[src/rtl/bird_motion_ctrl.sv]
// rtl/bird_motion_ctrl.sv - frame-driven bird physics controller with renderer handshake
//
// Purpose:
//   Moves the player bird once per video frame using a signed velocity,
//   gravity, a flap impulse and ceiling/floor clamping. Requests a redraw
//   after every update and waits for the renderer before accepting the
//   next frame. Collisions and the floor kill the bird; a key press respawns it.
//   Optional macro BIRD_LIVES_EN enables a multi-life game (LIVES per game);
//   without it every death ends the game and lives reads as 1.
//
// Ports:
//   clk, resetn          system clock, synchronous active-low reset
//   frame_tick           one-cycle pulse per video frame
//   press_key            flap key (level, edge-detected internally)
//   touched              pipe collision (level, sampled in UPDATE)
//   draw_done            renderer finished drawing the bird (used in DRAW only)
//   draw_req             draw request, high for the whole DRAW state
//   bird_y               current row
//   bird_vel             signed velocity, positive is downward
//   state                FSM code: READY=0 WAIT=1 UPDATE=2 DRAW=3 DEAD=4
//   game_over            no lives remain
//   lives                remaining lives
//   overrun              one-cycle pulse for a frame_tick dropped outside READY/WAIT

module bird_motion_ctrl #(
  parameter int Y_W      = 8,
  parameter int V_W      = 5,
  parameter int Y_START  = 60,
  parameter int Y_MIN    = 0,
  parameter int Y_MAX    = 110,
  parameter int FLAP_VEL = 6,
  parameter int GRAVITY  = 1,
  parameter int VEL_MAX  = 4,
  parameter int LIVES    = 3
) (
  input  logic                  clk,
  input  logic                  resetn,
  input  logic                  frame_tick,
  input  logic                  press_key,
  input  logic                  touched,
  input  logic                  draw_done,
  output logic                  draw_req,
  output logic [Y_W-1:0]        bird_y,
  output logic signed [V_W-1:0] bird_vel,
  output logic [2:0]            state,
  output logic                  game_over,
  output logic [1:0]            lives,
  output logic                  overrun
);

  typedef enum logic [2:0] {
    S_READY  = 3'd0,
    S_WAIT   = 3'd1,
    S_UPDATE = 3'd2,
    S_DRAW   = 3'd3,
    S_DEAD   = 3'd4
  } state_t;

  // Two guard bits so y + v can go below zero or above the row range
  // without wrapping before the clamp decisions are taken.
  localparam int YW2 = Y_W + 2;
  localparam int VW2 = V_W + 2;

  localparam logic signed [VW2-1:0] GRAV_S    = VW2'(GRAVITY);
  localparam logic signed [VW2-1:0] VMAX_S    = VW2'(VEL_MAX);
  localparam logic signed [VW2-1:0] FLAP_S    = VW2'(-FLAP_VEL);
  localparam logic signed [YW2-1:0] YMIN_S    = YW2'(Y_MIN);
  localparam logic signed [YW2-1:0] YMAX_S    = YW2'(Y_MAX);
  localparam logic [Y_W-1:0]        Y_START_V = Y_W'(Y_START);
  localparam logic [Y_W-1:0]        Y_MIN_V   = Y_W'(Y_MIN);
  localparam logic [Y_W-1:0]        Y_MAX_V   = Y_W'(Y_MAX);

  // Ceiling and floor handling assumes a non-empty play field.
  if (Y_MIN >= Y_MAX || LIVES < 1 || LIVES > 3) begin : g_bad_params
    $error("bird_motion_ctrl: illegal parameter set");
  end

  state_t                  state_q, state_d;
  state_t                  ret_q, ret_d;
  logic [Y_W-1:0]          y_q, y_d;
  logic signed [V_W-1:0]   vel_q, vel_d;
  logic                    key_q;
  logic                    flap_pend_q, flap_pend_d;
  logic                    go_q, go_d;
  logic                    overrun_q, overrun_d;

  logic                    key_edge;
  logic                    respawn;
  logic                    lives_zero;
  logic signed [VW2-1:0]   v_inc;
  logic signed [VW2-1:0]   v_next;
  logic signed [YW2-1:0]   y_sum;
  logic                    hit_ceil;
  logic                    hit_floor;
  logic                    death;

  assign key_edge = press_key & ~key_q;
  assign respawn  = (state_q == S_DEAD) & key_edge;

  // Physics for the UPDATE cycle; only consumed while state_q is UPDATE.
  always_comb begin
    v_inc     = VW2'(vel_q) + GRAV_S;
    v_next    = flap_pend_q ? FLAP_S : ((v_inc > VMAX_S) ? VMAX_S : v_inc);
    y_sum     = $signed({2'b00, y_q}) + YW2'(v_next);
    hit_ceil  = (y_sum <= YMIN_S);
    hit_floor = (y_sum >= YMAX_S);
    death     = hit_floor | touched;
  end

`ifdef BIRD_LIVES_EN
  localparam logic [1:0] LIVES_V = 2'(LIVES);

  logic [1:0] lives_q, lives_d;

  always_comb begin
    lives_d = lives_q;
    if (state_q == S_UPDATE && death && lives_q != 2'd0) begin
      lives_d = lives_q - 2'd1;
    end else if (respawn && go_q) begin
      lives_d = LIVES_V;
    end
  end

  always_ff @(posedge clk) begin
    if (!resetn) begin
      lives_q <= LIVES_V;
    end else begin
      lives_q <= lives_d;
    end
  end

  // lives_q is already decremented by the time DRAW hands over to DEAD.
  assign lives_zero = (lives_q == 2'd0);
  assign lives      = lives_q;
`else
  // Single-life game: every death is final until the next press.
  assign lives_zero = 1'b1;
  assign lives      = 2'd1;
`endif

  always_comb begin
    state_d     = state_q;
    ret_d       = ret_q;
    y_d         = y_q;
    vel_d       = vel_q;
    go_d        = go_q;
    flap_pend_d = flap_pend_q | key_edge;
    overrun_d   = frame_tick & ((state_q == S_UPDATE) | (state_q == S_DRAW) |
                                (state_q == S_DEAD));

    case (state_q)
      S_READY: begin
        y_d   = Y_START_V;
        vel_d = '0;
        if (frame_tick) begin
          // A pending flap starts the game straight away; otherwise just
          // redraw the idle bird and come back here.
          if (flap_pend_q) begin
            state_d = S_UPDATE;
          end else begin
            state_d = S_DRAW;
            ret_d   = S_READY;
          end
        end
      end

      S_WAIT: begin
        if (frame_tick) begin
          state_d = S_UPDATE;
        end
      end

      S_UPDATE: begin
        // The pending flap is consumed here; an edge landing in this very
        // cycle survives for the next frame.
        flap_pend_d = key_edge;
        vel_d       = v_next[V_W-1:0];
        if (hit_ceil) begin
          y_d   = Y_MIN_V;
          vel_d = '0;
        end else if (hit_floor) begin
          y_d = Y_MAX_V;
        end else begin
          y_d = y_sum[Y_W-1:0];
        end
        state_d = S_DRAW;
        ret_d   = death ? S_DEAD : S_WAIT;
      end

      S_DRAW: begin
        if (draw_done) begin
          state_d = ret_q;
          if (ret_q == S_DEAD) begin
            vel_d = '0;
            go_d  = lives_zero;
          end
        end
      end

      S_DEAD: begin
        vel_d = '0;
        if (key_edge) begin
          state_d = S_READY;
          y_d     = Y_START_V;
          go_d    = 1'b0;
        end
      end

      default: begin
        state_d = S_READY;
        ret_d   = S_READY;
        y_d     = Y_START_V;
        vel_d   = '0;
      end
    endcase
  end

  always_ff @(posedge clk) begin
    if (!resetn) begin
      state_q     <= S_READY;
      ret_q       <= S_READY;
      y_q         <= Y_START_V;
      vel_q       <= '0;
      key_q       <= 1'b0;
      flap_pend_q <= 1'b0;
      go_q        <= 1'b0;
      overrun_q   <= 1'b0;
    end else begin
      state_q     <= state_d;
      ret_q       <= ret_d;
      y_q         <= y_d;
      vel_q       <= vel_d;
      key_q       <= press_key;
      flap_pend_q <= flap_pend_d;
      go_q        <= go_d;
      overrun_q   <= overrun_d;
    end
  end

  assign draw_req  = (state_q == S_DRAW);
  assign bird_y    = y_q;
  assign bird_vel  = vel_q;
  assign state     = state_q;
  assign game_over = go_q;
  assign overrun   = overrun_q;

endmodule
[config.mk]
export PLATFORM = sky130hd
export DESIGN_NAME = bird_motion_ctrl
export DESIGN_NICKNAME = d
export VERILOG_FILES = /design/src/rtl/bird_motion_ctrl.sv
export SDC_FILE = /design/constraint.sdc
export NUM_CORES = 1
export LEC_CHECK = 0
export CAP_MARGIN = 5
export CORE_MARGIN = 2
export CORE_UTILIZATION = 53
export CTS_CLUSTER_SIZE = 16
export DETAILED_ROUTE_END_ITERATION = 16
export PLACE_DENSITY_LB_ADDON = 0.12
export SKIP_LAST_GASP = 1
export SLEW_MARGIN = 20
export SYNTH_ARGS = -nofsm -noshare
export SYNTH_HDL_FRONTEND = slang
export SYNTH_SLANG_ARGS = --single-unit
[constraint.sdc]
create_clock -name clk -period 4.2 [get_ports clk]
set_input_delay 1.05 -clock clk [delete_from_list [all_inputs] [get_ports clk]]
set_output_delay 1.05 -clock clk [all_outputs]
set_load 0.03 [all_outputs]
# Word level (Yosys, flattened, before mapping)

Index checks and enable logic that the tools add are counted.

Add/subtract/negate cells: 2
Order comparisons: 3
Equality and inequality tests: 11
Muxes and demuxes: 25
Bitwise logic cells: 10
Reductions and logical operators: 9

Operators by type and width:

| kind                                                               | count |
|---|---|
| 2-to-1 mux 8 bit                                                   | 3 |
| case mux 8 bit (3 select lines)                                    | 1 |
| 2-to-1 mux 3 bit                                                   | 7 |
| 2-to-1 mux 5 bit                                                   | 3 |
| case mux 3 bit (5 select lines)                                    | 1 |
| case mux 5 bit (3 select lines)                                    | 1 |
| 2-to-1 mux 7 bit                                                   | 2 |
| adder 9 x 7 -> 10 bit                                              | 1 |
| greater-or-equal comparator 10 x 8 -> 1 bit, second input constant | 1 |
| <= comparator 10 x 1 -> 1 bit, second input constant               | 1 |
| != test 2 bit, second input constant                               | 5 |
| case mux 3 bit (3 select lines)                                    | 1 |
| AND reduction 4 bit                                                | 2 |
| adder 5 x 2 -> 6 bit, second input constant                        | 1 |
| == test 3 x 2 -> 1 bit, second input constant                      | 2 |
| == test 3 bit, second input constant                               | 2 |
| greater-than comparator 6 x 4 -> 1 bit, second input constant      | 1 |
| AND reduction 3 bit                                                | 2 |
| 2-to-1 mux 1 bit                                                   | 5 |
| NOT 1 bit                                                          | 4 |
| bitwise OR 1 bit                                                   | 4 |
| == test 3 x 1 -> 1 bit, second input constant                      | 1 |
| logical NOT 3 bit                                                  | 1 |
| OR reduction 3 bit                                                 | 1 |
| other kinds (6)                                                    | 7 |

Bits in registers: 23
Bits of input ports: 6
Output and inout bits: 21
Word-level logic and storage cells: 68

# Depth between registers and ports, before layout

Depth after elaboration: 9
Gate-level depth with buffers: 16

# Least setup slack after synthesis

No wires, ideal clock.

Path kind: reg2reg
Start: reg vel_q[0], in the netlist bird_vel[0]
End: reg ret_q[0]
Setup time: 121 ps
Arrival time: 3540 ps
Required time: 4079 ps
Path slack: 539 ps
Stages on the path, launching flop included: 17
Cell sequence: dfxtp_1 -> ha_1 -> nand2_1 -> nand2b_1 -> xnor2_1 -> a22oi_1 -> nand2_1 -> inv_1 -> ha_1 -> fa_1 -> a211o_1 -> a211oi_1 -> o211ai_1 -> a2111o_1 -> a21o_1 -> o311ai_1 -> a2bb2o_1

Word-level cells in the longest chain between the ends: 9

RTL lines:

| item                                          | RTL line | text |
|---|---|---|
| start, declared                               | 81       | `logic signed [V_W-1:0] vel_q, vel_d;` |
| start signal, assigned                        | 232      | `vel_q <= vel_d;` |
| adder 5 x 2 -> 6 bit *                        | 102      | `v_inc = VW2'(vel_q) + GRAV_S;` |
| greater-than comparator 6 x 4 -> 1 bit        | 103      | `v_next = flap_pend_q ? FLAP_S : ((v_inc > VMAX_S) ? VMAX_S : v_inc);` |
| 2-to-1 mux 7 bit * (2 in series)              | 103      |  |
| adder 9 x 7 -> 10 bit *                       | 104      | `y_sum = $signed({2'b00, y_q}) + YW2'(v_next);` |
| greater-or-equal comparator 10 x 8 -> 1 bit * | 106      | `hit_floor = (y_sum >= YMAX_S);` |
| bitwise OR 1 bit *                            | 107      | `death = hit_floor \| touched;` |
| 2-to-1 mux 3 bit *                            | 187      | `ret_d = death ? S_DEAD : S_WAIT;` |
| case mux 3 bit (3 select lines) *             | 151      | `case (state_q)` |
| end signal, assigned                          | 230      | `ret_q <= ret_d;` |
| end, declared                                 | 79       | `state_t ret_q, ret_d;` |

Every way passes the cells marked *; elsewhere a longest branch is shown, timed or not.
A chain may end at the register's enable or synchronous reset.

# Worst setup path after layout

Ends and elaborated chain as after synthesis.

==> metrics <==
FFs w/ async S/R, synth=0%; highest clock rate=~0.26 GHz; CTS tree=done; RSZ-0062 raised after global routing=false; FF-to-FF End=ret_q[0]; final clock skew=0.006783 ns; WS Path Type=flip-flop to flip-flop; slew margin rel.=a little over three fifths; RR Startpoint=bird_vel[0]; area delta synth->final=18.10%; placement-stage cell area=about 1800 µm²; Post-Route WL=between 3 and 4 mm; Die H=58.89 µm; Iteration-0 DRC Markers=82; Post-CTS Setup Bufs=0; DR WL met3=156 µm; Hold-fix buffers, CTS=0; PortBufs=24; ANT nets after route=0; Worst Reg-to-Reg Cells=15; Worst Path Arrival=approximately 4 ns; gr usage total=25.16%; Hold Slack=0.5063 ns; num rows=19; wire length of the first global-routing pass=6.762 mm; syn_nets=217; final std cells w/o fill=253; setup_tns=0 ns; Post-synth EDFFs=0; CTS sink count=22; flops & latches, synth=22; final setup fails=0; vias post-DR=1617; kind of end point of the critical path=flip-flop; LEAKAGE=slightly below 0.8 nW; grt total ovfl=0; CP startpoint=bird_vel[0]; DIE AREA=3467 µm²; Worst R2R Setup Slack=0.41 ns; Syn. warnings=0; clk slew on worst S/H paths=between 0.1 and 0.15 ns; cts repair resizes=0; Hold Path Depth=2; GPL Wtd Cong=0.9130; worst setup margin=0.4078 ns; max-cap violations=0; CTS Root Cell=clkbuf_4; Hold Path Class=flip-flop to flip-flop; crit start category=flip-flop; final core occ=between 60% and 70%; antenna violations before repair=0; htree depth=1; largest net degree at the start of global routing=14; Most used DFF post-synth=dfxtp_1; Ant. Diodes=0; fin. max-slew vios=0; met1 wire length=1.814 mm; final hold vios=0; worst vdd ir=0.0002525 V; average wire per standard cell=between 15 and 20 µm; Filler cells=253; period utilization=90.29%; Syn Std Cell Area=1597 µm²; die width=58.89 µm; slew at the pin with the worst max-slew slack=~0.55 ns; sequential-to-total area share from yosys stat=27.59%; Final min period=between 3 and 4 ns; vias in the first global route=~1500; failing checks=design-rule violations; CTS Buffer Depth=2; status=finished, violations left; DR DRC count=2; Tot Pwr=about 0.65 mW; WP data required=4.42 ns; drt pass-1 iters=12; Worst setup endpoint=ret_q[0]; num ports=27; syn_area_per_cell=8.023 µm²; Design Area, Final=1886 µm²; NumNets Final=241; synthesized instance count=roughly 200; max layer used=met4; layout cells sized above 1=4.955%; Starting Density=56.91%; Post-Place Cells=roughly 250; Place WS=0.4634 ns; Clock Latency Late Sink=0.31 ns; core area=about 2800 µm²; Distinct cells, synth=52; cts bufs inserted=3; Final HPWL DP=3.116 mm; WL met2=roughly 1.9 mm; crit-path max FO=7; vias per cell=6.391; Pwr per Cell Area=between 300 and 400 nW/µm²
-- state kept, by name, summed over array words and instances, names as in the netlist --
signal,count
bird_y,8
bird_vel,5
state,3
ret_q,2
flap_pend_q,1
game_over,1
key_q,1
overrun,1
-- final cells by class --
type	count	area (µm²)	area share (%)
Clock buffer	4	36.28	1.924
Inverter	7	26.28	1.393
Sequential cell	22	440.4	23.36
Multi-Input combinational cell	165	1104	58.53
Timing Repair Buffer	24	240.2	12.74
Tap cell	31	38.79	2.057
-- kinds of logic after synthesis --
logic type	after synthesis	synth area share, %
DFF	22	27.59
AOI/OAI and AO/OA	66	29.15
and+or+nand+nor	80	26.88
adders and majority gates	12	9.875
other	2	0.4704
xor gates and xnor gates	5	2.743
buffers and inverters	12	3.292
-- metal layers --
metal	track usage (%)	vias up
li1	-	800
met1	33.47	761
met2	40.48	47
met3	5.275	9
met4	8.442	0
met5	0	-
-- power breakdown --
part / internal [mW] / switching, mW / leakage [nW]
Clock: 0.0530 / 0.0658 / 0.0210
Sequential: 0.224 / 0.0187 / 0.179
Combinational: 0.124 / 0.169 / 0.584
Total: 0.400 / 0.253 / 0.784
-- cell usage after synthesis (all sizes together), types with 5 or more instances --
library cell  count  area share [%]
o21a              6             2.8
o21ai            14             4.4
inv               7             1.6
a21o              8             3.8
nor2             17             4.0
a21oi            11             3.4
dfxtp            22              28
nand2            20             4.7
ha               11             8.6
and2              5             2.1
-- how the worst min path moves through the flow --
stage | start | to
2_1_floorplan | ret_q[0] | ret_q[0]
3_3_place_gp | game_over | game_over
3_5_place_dp | ret_q[0] | ret_q[0]
4_1_cts | bird_y[7] | bird_y[7]
5_1_grt | bird_y[7] | bird_y[7]
6_report | bird_y[7] | bird_y[7]
-- placed cells by master, fill, tap and decap left out, types with 4 or more instances in the layout --
cell type | netlist | routed
nand2b_1 | 4 | 4
a21boi_0 | 4 | 4
nor4_1 | 4 | 4
o21ai_0 | 14 | 14
clkdlybuf4s50_1 | 0 | 24
nand4_1 | 4 | 4
a21oi_1 | 11 | 11
nor2_1 | 17 | 17
or3_1 | 4 | 4
a21o_1 | 8 | 8
dfxtp_1 | 22 | 22
nand3_1 | 4 | 4
and2_1 | 4 | 4
nand2_1 | 20 | 20
inv_1 | 7 | 7
ha_1 | 11 | 11
o21a_1 | 6 | 6
-- critical path: stages (launching register included) --
cell      delay [ns]
dfxtp_1         0.46
nand3_1         0.19
nand2b_1        0.20
xnor2_1         0.14
a22oi_1         0.11
nand2_1         0.10
inv_1           0.05
ha_1            0.21
fa_1            0.43
a211o_1         0.32
a211oi_1        0.29
o211ai_1        0.23
a2111o_1        0.39
a21o_1          0.17
o311ai_1        0.10
a2bb2o_1        0.31
Power figures use the tool's default switching activity.
